File: src/rtl/rtc_pkg.sv
// Shared constants and BCD arithmetic helpers for the RTC bus responder.
package rtc_pkg;

    // Register map
    localparam logic [7:0] ADDR_CTRL  = 8'h00;
    localparam logic [7:0] ADDR_SEC   = 8'h21;
    localparam logic [7:0] ADDR_MIN   = 8'h22;
    localparam logic [7:0] ADDR_HOUR  = 8'h23;
    localparam logic [7:0] ADDR_DAY   = 8'h24;
    localparam logic [7:0] ADDR_MONTH = 8'h25;
    localparam logic [7:0] ADDR_YEAR  = 8'h26;
    localparam logic [7:0] ADDR_TSEC  = 8'h41;
    localparam logic [7:0] ADDR_TMIN  = 8'h42;
    localparam logic [7:0] ADDR_THOUR = 8'h43;

    // Reset values: 00:00:00 on 01/01/00, timer cleared
    localparam logic [7:0] RST_SEC   = 8'h00;
    localparam logic [7:0] RST_MIN   = 8'h00;
    localparam logic [7:0] RST_HOUR  = 8'h00;
    localparam logic [7:0] RST_DAY   = 8'h01;
    localparam logic [7:0] RST_MONTH = 8'h01;
    localparam logic [7:0] RST_YEAR  = 8'h00;
    localparam logic [7:0] RST_TIMER = 8'h00;

    // Control register bit positions
    localparam int CTRL_EN_BIT   = 3;
    localparam int CTRL_DONE_BIT = 0;

    // BCD increment that wraps to lo once hi (or anything above it) is reached
    function automatic logic [7:0] bcd_inc(input logic [7:0] v, input logic [7:0] lo,
                                           input logic [7:0] hi);
        logic [7:0] r;
        if (v >= hi)              r = lo;
        else if (v[3:0] >= 4'd9)  r = {v[7:4] + 4'd1, 4'd0};
        else                      r = v + 8'd1;
        return r;
    endfunction

    // BCD decrement that wraps to hi once lo (or anything below it) is reached
    function automatic logic [7:0] bcd_dec(input logic [7:0] v, input logic [7:0] lo,
                                           input logic [7:0] hi);
        logic [7:0] r;
        if (v <= lo)              r = hi;
        else if (v[3:0] == 4'd0)  r = {v[7:4] - 4'd1, 4'd9};
        else                      r = v - 8'd1;
        return r;
    endfunction

endpackage

File: src/rtl/rtc_bus_responder_if.sv
// Multiplexed RTC address/data bus as seen between controller and responder.
interface rtc_bus_responder_if;
    logic       ADi;
    logic       CSi;
    logic       RDi;
    logic       WRi;
    logic [7:0] AdressDatai;
    logic [7:0] AdressDatao;
    logic       DataOE;
    logic       IRQo;

    modport master (output ADi, CSi, RDi, WRi, AdressDatai,
                    input  AdressDatao, DataOE, IRQo);
    modport slave  (input  ADi, CSi, RDi, WRi, AdressDatai,
                    output AdressDatao, DataOE, IRQo);
endinterface

File: src/rtl/bcd_wrap_counter.sv
// One BCD field (up or down) with load, enable and wrap carry/borrow out.
module bcd_wrap_counter
    import rtc_pkg::*;
#(
    parameter logic [7:0] MIN = 8'h00,
    parameter logic [7:0] MAX = 8'h59,
    parameter logic [7:0] RST = 8'h00,
    parameter bit         UP  = 1'b1
) (
    input  logic       clock,
    input  logic       reset,
    input  logic       load,
    input  logic [7:0] load_val,
    input  logic       en,
    output logic [7:0] value,
    output logic       carry
);

    // Carry (up) or borrow (down) fires when this step wraps the field
    assign carry = en & ~load & (value == (UP ? MAX : MIN));

    // Field register: bus load wins over counting
    always_ff @(posedge clock) begin
        if (!reset)     value <= RST;
        else if (load)  value <= load_val;
        else if (en)    value <= UP ? bcd_inc(value, MIN, MAX) : bcd_dec(value, MIN, MAX);
        else            value <= value;
    end

endmodule

File: src/rtl/rtc_bus_responder.sv
// Chip side of the RTC bus: strobe decode, address latch, read mux, BCD
// calendar and countdown timer driven by a one-second tick.
module rtc_bus_responder
    import rtc_pkg::*;
#(
    parameter int TICKS_PER_SEC = 100_000_000
) (
    input  logic                clock,
    input  logic                reset,
    rtc_bus_responder_if.slave  bus
);

    localparam int             CW        = (TICKS_PER_SEC > 1) ? $clog2(TICKS_PER_SEC) : 1;
    localparam logic [CW-1:0]  TICK_LAST = CW'(TICKS_PER_SEC - 1);

    logic          wr_q, rd_q, rd_qq, cs_q, ad_q;
    logic [7:0]    addr_q, rdata_q, rd_mux_s;
    logic          oe_q, irq_q, ten_q, done_q, ten_nxt, done_nxt, pend_q;
    logic [CW-1:0] tick_cnt_q;
    logic          wr_rise_s, addr_wr_s, data_wr_s, read_s, tick_s, apply_tick_s;
    logic          ld_sec_s, ld_min_s, ld_hour_s, ld_day_s, ld_month_s, ld_year_s;
    logic          ld_tsec_s, ld_tmin_s, ld_thour_s, ld_ctrl_s;
    logic [7:0]    sec_s, min_s, hour_s, day_s, month_s, year_s, tsec_s, tmin_s, thour_s;
    logic          c_sec_s, c_min_s, c_hour_s, c_day_s, c_month_s, c_year_s;
    logic          b_tsec_s, b_tmin_s, b_thour_s, tzero_s, tone_s, tdec_s;
    logic          unused_carry_s;

    // Writes act on the WR rising edge straight away; reads are decoded from
    // registered strobes so data appears one edge after RD is first sampled low.
    assign wr_rise_s = bus.WRi & ~wr_q;
    assign addr_wr_s = wr_rise_s & ~bus.CSi & ~bus.ADi;
    assign data_wr_s = wr_rise_s & ~bus.CSi & bus.ADi;
    assign read_s    = ~rd_q & rd_qq & ~cs_q & ad_q & wr_q;

    // A tick coinciding with a bus write is held one cycle so the write lands first
    assign tick_s       = (tick_cnt_q == TICK_LAST);
    assign apply_tick_s = (tick_s | pend_q) & ~data_wr_s;

    assign ld_ctrl_s  = data_wr_s & (addr_q == ADDR_CTRL);
    assign ld_sec_s   = data_wr_s & (addr_q == ADDR_SEC);
    assign ld_min_s   = data_wr_s & (addr_q == ADDR_MIN);
    assign ld_hour_s  = data_wr_s & (addr_q == ADDR_HOUR);
    assign ld_day_s   = data_wr_s & (addr_q == ADDR_DAY);
    assign ld_month_s = data_wr_s & (addr_q == ADDR_MONTH);
    assign ld_year_s  = data_wr_s & (addr_q == ADDR_YEAR);
    assign ld_tsec_s  = data_wr_s & (addr_q == ADDR_TSEC);
    assign ld_tmin_s  = data_wr_s & (addr_q == ADDR_TMIN);
    assign ld_thour_s = data_wr_s & (addr_q == ADDR_THOUR);

    assign tzero_s = (tsec_s == 8'h00) & (tmin_s == 8'h00) & (thour_s == 8'h00);
    assign tone_s  = (tsec_s == 8'h01) & (tmin_s == 8'h00) & (thour_s == 8'h00);
    assign tdec_s  = apply_tick_s & ten_q & ~tzero_s;

    assign unused_carry_s = c_year_s | b_thour_s;

    assign bus.AdressDatao = rdata_q;
    assign bus.DataOE      = oe_q;
    assign bus.IRQo        = irq_q;

    // Calendar chain: sec -> min -> hour -> day -> month -> year
    bcd_wrap_counter #(.MIN(8'h00), .MAX(8'h59), .RST(RST_SEC),   .UP(1'b1)) u_sec
        (.clock(clock), .reset(reset), .load(ld_sec_s),   .load_val(bus.AdressDatai), .en(apply_tick_s), .value(sec_s),   .carry(c_sec_s));
    bcd_wrap_counter #(.MIN(8'h00), .MAX(8'h59), .RST(RST_MIN),   .UP(1'b1)) u_min
        (.clock(clock), .reset(reset), .load(ld_min_s),   .load_val(bus.AdressDatai), .en(c_sec_s),      .value(min_s),   .carry(c_min_s));
    bcd_wrap_counter #(.MIN(8'h00), .MAX(8'h23), .RST(RST_HOUR),  .UP(1'b1)) u_hour
        (.clock(clock), .reset(reset), .load(ld_hour_s),  .load_val(bus.AdressDatai), .en(c_min_s),      .value(hour_s),  .carry(c_hour_s));
    bcd_wrap_counter #(.MIN(8'h01), .MAX(8'h31), .RST(RST_DAY),   .UP(1'b1)) u_day
        (.clock(clock), .reset(reset), .load(ld_day_s),   .load_val(bus.AdressDatai), .en(c_hour_s),     .value(day_s),   .carry(c_day_s));
    bcd_wrap_counter #(.MIN(8'h01), .MAX(8'h12), .RST(RST_MONTH), .UP(1'b1)) u_month
        (.clock(clock), .reset(reset), .load(ld_month_s), .load_val(bus.AdressDatai), .en(c_day_s),      .value(month_s), .carry(c_month_s));
    bcd_wrap_counter #(.MIN(8'h00), .MAX(8'h99), .RST(RST_YEAR),  .UP(1'b1)) u_year
        (.clock(clock), .reset(reset), .load(ld_year_s),  .load_val(bus.AdressDatai), .en(c_month_s),    .value(year_s),  .carry(c_year_s));

    // Countdown timer chain: sec borrows from min, min borrows from hour
    bcd_wrap_counter #(.MIN(8'h00), .MAX(8'h59), .RST(RST_TIMER), .UP(1'b0)) u_tsec
        (.clock(clock), .reset(reset), .load(ld_tsec_s),  .load_val(bus.AdressDatai), .en(tdec_s),       .value(tsec_s),  .carry(b_tsec_s));
    bcd_wrap_counter #(.MIN(8'h00), .MAX(8'h59), .RST(RST_TIMER), .UP(1'b0)) u_tmin
        (.clock(clock), .reset(reset), .load(ld_tmin_s),  .load_val(bus.AdressDatai), .en(b_tsec_s),     .value(tmin_s),  .carry(b_tmin_s));
    bcd_wrap_counter #(.MIN(8'h00), .MAX(8'h23), .RST(RST_TIMER), .UP(1'b0)) u_thour
        (.clock(clock), .reset(reset), .load(ld_thour_s), .load_val(bus.AdressDatai), .en(b_tmin_s),     .value(thour_s), .carry(b_thour_s));

    // Register strobes and qualifiers for edge detection
    always_ff @(posedge clock) begin
        if (!reset) begin
            wr_q  <= 1'b1;
            rd_q  <= 1'b1;
            rd_qq <= 1'b1;
            cs_q  <= 1'b1;
            ad_q  <= 1'b0;
        end else begin
            wr_q  <= bus.WRi;
            rd_q  <= bus.RDi;
            rd_qq <= rd_q;
            cs_q  <= bus.CSi;
            ad_q  <= bus.ADi;
        end
    end

    // Address latch, held until the next address write
    always_ff @(posedge clock) begin
        if (!reset)          addr_q <= 8'h00;
        else if (addr_wr_s)  addr_q <= bus.AdressDatai;
        else                 addr_q <= addr_q;
    end

    // Read mux over the register map; unmapped addresses read zero
    always_comb begin
        rd_mux_s = 8'h00;
        case (addr_q)
            ADDR_CTRL: begin
                rd_mux_s                = 8'h00;
                rd_mux_s[CTRL_EN_BIT]   = ten_q;
                rd_mux_s[CTRL_DONE_BIT] = done_q;
            end
            ADDR_SEC:   rd_mux_s = sec_s;
            ADDR_MIN:   rd_mux_s = min_s;
            ADDR_HOUR:  rd_mux_s = hour_s;
            ADDR_DAY:   rd_mux_s = day_s;
            ADDR_MONTH: rd_mux_s = month_s;
            ADDR_YEAR:  rd_mux_s = year_s;
            ADDR_TSEC:  rd_mux_s = tsec_s;
            ADDR_TMIN:  rd_mux_s = tmin_s;
            ADDR_THOUR: rd_mux_s = thour_s;
            default:    rd_mux_s = 8'h00;
        endcase
    end

    // Read snapshot and bus drive enable, dropped as soon as RD or CS deasserts
    always_ff @(posedge clock) begin
        if (!reset) begin
            rdata_q <= 8'h00;
            oe_q    <= 1'b0;
        end else if (read_s) begin
            rdata_q <= rd_mux_s;
            oe_q    <= 1'b1;
        end else begin
            rdata_q <= rdata_q;
            oe_q    <= oe_q & ~bus.RDi & ~bus.CSi;
        end
    end

    // One-second divider and the deferred-tick flag
    always_ff @(posedge clock) begin
        if (!reset) begin
            tick_cnt_q <= {CW{1'b0}};
            pend_q     <= 1'b0;
        end else begin
            tick_cnt_q <= tick_s ? {CW{1'b0}} : tick_cnt_q + CW'(1);
            pend_q     <= (tick_s | pend_q) & data_wr_s;
        end
    end

    // Timer enable/done: a control write wins, otherwise reaching zero ends the count
    always_comb begin
        ten_nxt  = ten_q;
        done_nxt = done_q;
        if (ld_ctrl_s) begin
            ten_nxt  = bus.AdressDatai[CTRL_EN_BIT];
            done_nxt = bus.AdressDatai[CTRL_DONE_BIT];
        end else if (apply_tick_s & ten_q & (tzero_s | tone_s)) begin
            ten_nxt  = 1'b0;
            done_nxt = 1'b1;
        end else begin
            ten_nxt  = ten_q;
            done_nxt = done_q;
        end
    end

    // Control state and the active-low interrupt that mirrors done
    always_ff @(posedge clock) begin
        if (!reset) begin
            ten_q  <= 1'b0;
            done_q <= 1'b0;
            irq_q  <= 1'b1;
        end else begin
            ten_q  <= ten_nxt;
            done_q <= done_nxt;
            irq_q  <= ~done_nxt;
        end
    end

endmodule
File: src/flat_wrapper.sv
// flat-port wrapper written by rule: the top's interface ports become plain ports
module rtc_bus_responder_flat import rtc_pkg::*;
#(
    parameter int TICKS_PER_SEC = 100_000_000
)
  (clock, reset, bus_ADi, bus_CSi, bus_RDi, bus_WRi, bus_AdressDatai, bus_AdressDatao, bus_DataOE, bus_IRQo);
  rtc_bus_responder_if bus_i ();
  input  logic clock;
  input  logic reset;
  input wire logic [$bits(bus_i.ADi)-1:0] bus_ADi;
  input wire logic [$bits(bus_i.CSi)-1:0] bus_CSi;
  input wire logic [$bits(bus_i.RDi)-1:0] bus_RDi;
  input wire logic [$bits(bus_i.WRi)-1:0] bus_WRi;
  input wire logic [$bits(bus_i.AdressDatai)-1:0] bus_AdressDatai;
  output wire logic [$bits(bus_i.AdressDatao)-1:0] bus_AdressDatao;
  output wire logic [$bits(bus_i.DataOE)-1:0] bus_DataOE;
  output wire logic [$bits(bus_i.IRQo)-1:0] bus_IRQo;
  assign bus_i.ADi = bus_ADi;
  assign bus_i.CSi = bus_CSi;
  assign bus_i.RDi = bus_RDi;
  assign bus_i.WRi = bus_WRi;
  assign bus_i.AdressDatai = bus_AdressDatai;
  assign bus_AdressDatao = bus_i.AdressDatao;
  assign bus_DataOE = bus_i.DataOE;
  assign bus_IRQo = bus_i.IRQo;
  rtc_bus_responder #(.TICKS_PER_SEC(TICKS_PER_SEC)) u_core (.clock(clock), .reset(reset), .bus(bus_i));
endmodule
File: config.mk
export PLATFORM = sky130hd
export DESIGN_NAME = rtc_bus_responder_flat
export DESIGN_NICKNAME = d
export VERILOG_FILES = /design/src/rtl/rtc_pkg.sv /design/src/rtl/rtc_bus_responder_if.sv /design/src/rtl/bcd_wrap_counter.sv /design/src/rtl/rtc_bus_responder.sv /design/src/flat_wrapper.sv
export SDC_FILE = /design/constraint.sdc
export NUM_CORES = 1
export LEC_CHECK = 0
export CORE_MARGIN = 8
export CORE_UTILIZATION = 65
export CTS_BUF_LIST = sky130_fd_sc_hd__clkbuf_2 sky130_fd_sc_hd__clkbuf_4 sky130_fd_sc_hd__clkbuf_8
export CTS_CLUSTER_SIZE = 30
export DETAILED_ROUTE_END_ITERATION = 8
export PLACE_DENSITY_LB_ADDON = 0.15
export RECOVER_POWER = 25
export SKIP_LAST_GASP = 1
export SYNTH_ARGS = -nofsm -noshare
export SYNTH_HDL_FRONTEND = slang
export SYNTH_SLANG_ARGS = --single-unit
File: constraint.sdc
create_clock -name clock -period 3.7 [get_ports clock]
set_input_delay 0.74 -clock clock [delete_from_list [all_inputs] [get_ports clock]]
set_output_delay 0.74 -clock clock [all_outputs]
set_load 0.02 [all_outputs]
==> flow_summary_export.csv, run 1 <==
group,metric,value,unit
run_status,status,"finished, violations left",
run_status,violations,"max-capacitance violations, max-slew violations",
global_route,antenna_found_initial,0,
setup_path,critPathMaxFanout,40,
logic_synthesis,yosysTopAreaCell,"dfxtp_1",
detailed_routing,dr_wl_met2,10700,um
pwr,ir_worst_vdd,0.369,mV
clock_network,cts_resized,0,
pwr,report.power.total,0.00283,W
setup_path,cp_cell_sequence,"clkbuf_1 -> inv_2 -> clkbuf_2 -> o41ai_1",
final_layout,final_nets,1034,
global_route,track_usage,28.9,%
timing,tns,0,ns
timing,worst_slack,0.439,ns
clock_network,cts_max_path_buffers,2,
pwr,cellPowerDensity,336,nW/um^2
clock_network,cts_buffers,17,
global_route,grt.overflow.total,0,
final_layout,seqCellArea,2500,sq um
global_route,grt_pass1_wl,37000,um
detailed_routing,drc_errors,0,
worst_hold_path,min_path_type,"flip-flop to flip-flop",
logic_synthesis,synthTopCellsByCount,"126 x nand2_1, 125 x dfxtp_1, 84 x nor2_1",
floorplan,io-pin-count,24,
timing,finalMaxSlewViolations,29,
final_layout,drive_above_1_share,8.02,%
final_layout,area_delta_synth_final,10.5,%
logic_synthesis,ys_ff_latch,125,
clock_network,post_cts_buffers,0,
final_layout,instances_no_fill,1140,
detailed_routing,dr.first_iter.drc_count,1094,
detailed_routing,route.detailed.wl_per_inst,20.3,um
setup_path,rr_startpoint,"u_core.u_sec.value[5]",
clock_network,cts_tree,"done",
logic_synthesis,syn-num-nets,1028,
detailed_routing,routed_wl,23100,um
final_layout,fill_cells,888,
clock_network,clock_latency,0.46,ns
placement,io_buffers,23,
timing,setup_viol,0,
floorplan,core,11400,sq um
placement,place_congestion,0.984,
logic_synthesis,yosysSeqAreaShare,32.8,%
floorplan,initial_core_util,66.8,%
placement,place_inst,1108,
logic_synthesis,synth_cell_types,75,
detailed_routing,maxUsedRoutingLayer,"met4",
run,drv_cap,1,
timing,final-hold-violation-count,0,
timing,slew-limit-headroom,-0.0380,%
clock_network,h-tree-depth,4,
logic_synthesis,syn_area,7620,sq um
timing,min_period,3.26,ns
detailed_routing,dr.pass1.iters,6,
floorplan,num_rows,39,
clock_network,cts_root_buffer,"clkbuf_8",
clock_network,clock_sinks,125,
timing,fin_crit_sh,88.1,%
detailed_routing,vias_per_cell,6.89,
pwr,p_leak,2.91,nW
logic_synthesis,yosys_warnings,0,
setup_path,cp-end-kind,"flip-flop",
logic_synthesis,synth_edf_count,0,
global_route,grt_pass1_vias,7302,
setup_path,critical_path_class,"input pin to flip-flop",
timing,clock.fmax,307,MHz
setup_path,cp.arrival,3.61,ns
global_route,grt_max_degree,41,
setup_path,cp_slowest_cell,"clkbuf_1",
timing,tightest_slew,1.50,ns
logic_synthesis,async_flop_share,0,%
detailed_routing,drtAntennaViolNets,0,
worst_hold_path,min-delay-start,"u_core.bus.AdressDatao[2]",
clock_network,clkTransAtPathRegs,0.08,ns
floorplan,die_x,124,um
logic_synthesis,synth.avg_cell_area,7.79,sq um
logic_synthesis,ys.flop_type,"dfxtp_1",
floorplan,dieArea,15400,sq um
setup_path,critPathMaxStageDelay,1.06,ns
setup_path,startpoint,"reset",
logic_synthesis,synth_area_leaders,"dfxtp_1 33%, nand2_1 6.2%, ha_1 5.9%",
clock_network,cts-hold-fix-buffers,0,
logic_synthesis,syn_inst,978,
final_layout,diodes,0,
timing,final.setup_skew,0.0105,ns
setup_path,crit_path_start_kind,"input pin",
logic_synthesis,synth.most_common_cell,"nand2_1",
placement,place_ws,0.557,ns
logic_synthesis,synth_top_area_share,32.8,%
final_layout,multi_input_area,4750,sq um
timing,rsz0062_at_grt,"no",
floorplan,die_h,124,um
detailed_routing,met3_length,2550,um
detailed_routing,dr_total_vias,7853,
placement,dp_hpwl,16400,um
detailed_routing,m1WireLength,9040,um
setup_path,critPathRequiredTime,4.05,ns
cell usage in the layout, fill, tap and decap left out, drive strengths merged, types with 9 or more instances in the layout:
cell type	netlist	routed
nand2	126	126
dfxtp	125	125
nor2	84	84
a21oi	57	57
o21ai	51	51
nand3	50	50
inv	43	45
ha	36	36
a22oi	31	31
nor3	25	25
clkbuf	43	22
buf	15	20
a31oi	19	19
nor4	19	19
nand4	16	16
a211oi	15	15
xnor2	15	15
mux2i	14	14
xor2	13	13
o22ai	12	12
clkdlybuf4s50	0	12
nor2b	11	11
and3	11	11
or4	11	11
dlygate4sd3	0	10
nor3b	9	9
or3	9	9
path summary, 6_finish.rpt:
path,endpoint,slack (ns),cells after the start
worst max register to register,u_core.u_year.value[3],0.45,8
worst min-delay path,u_core.bus.AdressDatao[2],0.46,2
worst max-delay path,u_core.u_min.value[7],0.44,4
worst min register to register,u_core.bus.AdressDatao[2],0.46,2
critical path, delay by kind of cell:
family                 cells  cell delay (ns)
buffers and inverters      3             2.36
AOI/OAI and AO/OA          1             0.48
sequential cells by signal, indices dropped and copies added (netlist names), 8 cells and up:
register	flops
u_core.tick_cnt_q	27
u_core.u_month.value	8
u_core.u_year.value	8
u_core.bus.AdressDatao	8
u_core.u_tsec.value	8
u_core.u_min.value	8
u_core.u_sec.value	8
u_core.u_thour.value	8
u_core.u_day.value	8
u_core.u_tmin.value	8
u_core.addr_q	8
u_core.u_hour.value	8
per-layer routing:
layer,track usage (%),up-vias
met5,0,-
met4,14.0,0
met3,8.34,95
met2,44.9,502
li1,-,3620
met1,35.9,3636
metrics by stage:
step	util [%]	hold slack [ns]	cell area, sq um
4_1_cts	73.9	0.461	8440
2_1_floorplan	-	0.411	7620
3_3_place_gp	70.0	0.428	8000
5_1_grt	73.7	0.490	8420
6_report	73.7	0.457	8420
3_5_place_dp	70.0	0.439	8000
layout make-up:
| cell class | count | share of cell area, % |
|---|---|---|
| Clock inverter | 13 | 2.24 |
| Clock buffer | 19 | 3.03 |
| Sequential cell | 125 | 29.7 |
| Timing Repair Buffer | 45 | 4.55 |
| Inverter | 43 | 1.92 |
| Tap cell | 143 | 2.12 |
| Multi-Input combinational cell | 752 | 56.4 |
cells by family after synthesis:
kind of cell / count (synthesis) / synth area share [%]
AOI/OAI and AO/OA: 256 / 22.5
and+or+nand+nor: 418 / 28.6
xor gates and xnor gates: 28 / 3.22
muxes: 14 / 1.84
DFF: 125 / 32.8
buffers and inverters: 101 / 5.12
adders and majority gates: 36 / 5.91
where the power goes:
group | leakage [nW] | internal, W | switching, W
sequential | 1.01 | 0.00135 | 0.00000760
clock | 0.220 | 0.000763 | 0.000599
combinational | 1.68 | 0.0000305 | 0.0000784
total | 2.91 | 0.00215 | 0.000685
Power figures use the tool's default switching activity.
==> inputs of run 2 (changes only) <==
--- a/config.mk
+++ b/config.mk
@@ -6,7 +6,7 @@
 export NUM_CORES = 1
 export LEC_CHECK = 0
 export CORE_MARGIN = 8
-export CORE_UTILIZATION = 65
+export CORE_UTILIZATION = 40
 export CTS_BUF_LIST = sky130_fd_sc_hd__clkbuf_2 sky130_fd_sc_hd__clkbuf_4 sky130_fd_sc_hd__clkbuf_8
 export CTS_CLUSTER_SIZE = 30
 export DETAILED_ROUTE_END_ITERATION = 8
==> run 2 against run 1 <==
- the run now ends clean
- total power down 6.4%
- clock skew up 0.0039 ns
- first-iteration DRC count down 36%
- sequential cell count unchanged
- wire length up 4.6%
- critical path depth up 3
- via count down 3.3%
- worst hold slack worse by 0.0067 ns
- critical endpoint is now u_core.u_year.value[4]
- die area up 54%
- core utilization down 28 points
==> flow_summary_export.csv, run 2 (synthesized netlist as in run 1, its figures left out) <==
group,metric,value,unit
pwr,ir_worst_vdd,0.213,mV
worst_hold_path,min_path_type,"flip-flop to flip-flop",
floorplan,io-pin-count,24,
detailed_routing,dr.pass1.iters,5,
timing,setup_viol,0,
clock_network,cts_resized,0,
setup_path,rr_worst_depth,7,
clock_network,cts_buffers,17,
clock_network,post_cts_buffers,0,
floorplan,num_rows,50,
setup_path,startpoint,"u_core.u_sec.value[4]",
final_layout,drive_above_1_share,8.94,%
timing,final.setup_skew,0.0144,ns
floorplan,initial_core_util,40.7,%
detailed_routing,drc_errors,0,
setup_path,cp-end-kind,"flip-flop",
setup_path,rr_startpoint,"u_core.u_sec.value[4]",
worst_hold_path,hold_path_depth,2,
setup_path,critPathRequiredTime,4.06,ns
worst_hold_path,min-delay-start,"u_core.bus.AdressDatao[6]",
run_status,status,"finished, final reports clean",
final_layout,layout_common_cells,"126 x nand2_1, 125 x dfxtp_1, 84 x nor2_1",
final_layout,area_delta_synth_final,12.3,%
clock_network,cts_tree,"done",
detailed_routing,dr_total_vias,7591,
timing,fin_crit_sh,83.1,%
global_route,antenna_found_initial,0,
detailed_routing,vias_per_cell,6.11,
timing,tns,0,ns
placement,dp_hpwl,17100,um
timing,final-hold-violation-count,0,
clock_network,cts-hold-fix-buffers,0,
global_route,grt_pass1_wl,38800,um
global_route,grt.overflow.total,0,
timing,min_period,3.08,ns
final_layout,final_core_util,45.8,%
detailed_routing,routed_wl,24200,um
placement,io_buffers,23,
setup_path,critical_path_class,"flip-flop to flip-flop",
floorplan,core,18700,sq um
clock_network,clkTransAtPathRegs,0.08,ns
run,drv_cap,0,
floorplan,die_h,154,um
floorplan,die_x,154,um
final_layout,final_common_cell,"nand2_1",
global_route,grt_max_degree,36,
global_route,track_usage,20.5,%
clock_network,cts_root_buffer,"clkbuf_8",
clock_network,h-tree-depth,4,
clock_network,clock_latency,0.46,ns
clock_network,clock_sinks,125,
placement,place_congestion,0.911,
setup_path,critPathMaxFanout,16,
detailed_routing,dr.first_iter.drc_count,701,
final_layout,final_nets,1045,
pwr,cellPowerDensity,310,nW/um^2
setup_path,crit_path_start_kind,"flip-flop",
final_layout,largest_register,"u_core.tick_cnt_q",
timing,clock.fmax,325,MHz
global_route,grt_pass1_vias,6903,
final_layout,largest_reg_flops,27,
floorplan,dieArea,23700,sq um
detailed_routing,drtAntennaViolNets,0,
clock_network,cts_max_path_buffers,2,
timing,rsz0062_at_grt,"no",
timing,slew-limit-headroom,19.8,%
detailed_routing,route.detailed.wl_per_inst,19.5,um
setup_path,cp.arrival,3.43,ns
pwr,p_leak,2.92,nW
timing,tightest_slew,1.20,ns
timing,finalMaxSlewViolations,0,
[run 2: cell types whose count changed in the layout (fill, tap and decap cells not counted), sizes merged]
cell	change
diode	+1
inv	+3
buf	+12
bufinv	-3
clkbuf	-2
[run 2: worst max-delay path: stages (launching register included)]
cell	delay, ns
dfxtp_1	0.45
ha_1	0.20
nand3_1	0.10
or4b_1	0.67
nor4_1	0.61
a41o_1	0.59
a21oi_1	0.13
a31o_2	0.23
[run 2: cell type report]
cell class / count / area, sq um
clock buffer: 18 / 241
multi-input combinational: 752 / 4760
clock inverter: 13 / 133
sequential: 125 / 2500
timing repair buffer: 56 / 468
antenna: 1 / 2.50
tap: 234 / 293
inverter: 43 / 161
fill: 1885 / 10100
[run 2: routing by layer]
layer,up-vias,routed length [um],GRT usage (%)
met5,-,0,0
met4,0,594,7.65
met3,45,1460,3.59
met2,262,10600,30.5
met1,3652,11600,28.9
li1,3632,-,-
[run 2: power breakdown]
| part | internal [W] | switching [W] | leakage, nW |
|---|---|---|---|
| logic | 0.0000327 | 0.0000829 | 1.73 |
| registers | 0.00135 | 0.00000718 | 1.01 |
| clock network | 0.000549 | 0.000627 | 0.185 |
[run 2: worst paths after layout]
| check | endpoint | slack (ns) |
|---|---|---|
| setup / recovery | u_core.u_year.value[4] | 0.62 |
| hold / removal | u_core.bus.AdressDatao[6] | 0.45 |
| setup reg to reg | u_core.u_year.value[4] | 0.62 |
| hold reg to reg | u_core.bus.AdressDatao[6] | 0.45 |
[run 2: metrics by stage]
stage / hold WS (ns) / setup slack [ns] / power, W / std cells / cell area (sq um)
finish: 0.450 / 0.624 / 0.00265 / 1242 / 8560
floorplan: 0.411 / 1.17 / 0.00145 / 978 / 7620
global placement: 0.438 / 0.567 / 0.00151 / 1210 / 8190
CTS: 0.459 / 0.667 / 0.00268 / 1241 / 8560
global route: 0.467 / 0.416 / 0.00275 / 1241 / 8560
detailed placement: 0.431 / 0.511 / 0.00150 / 1210 / 8190
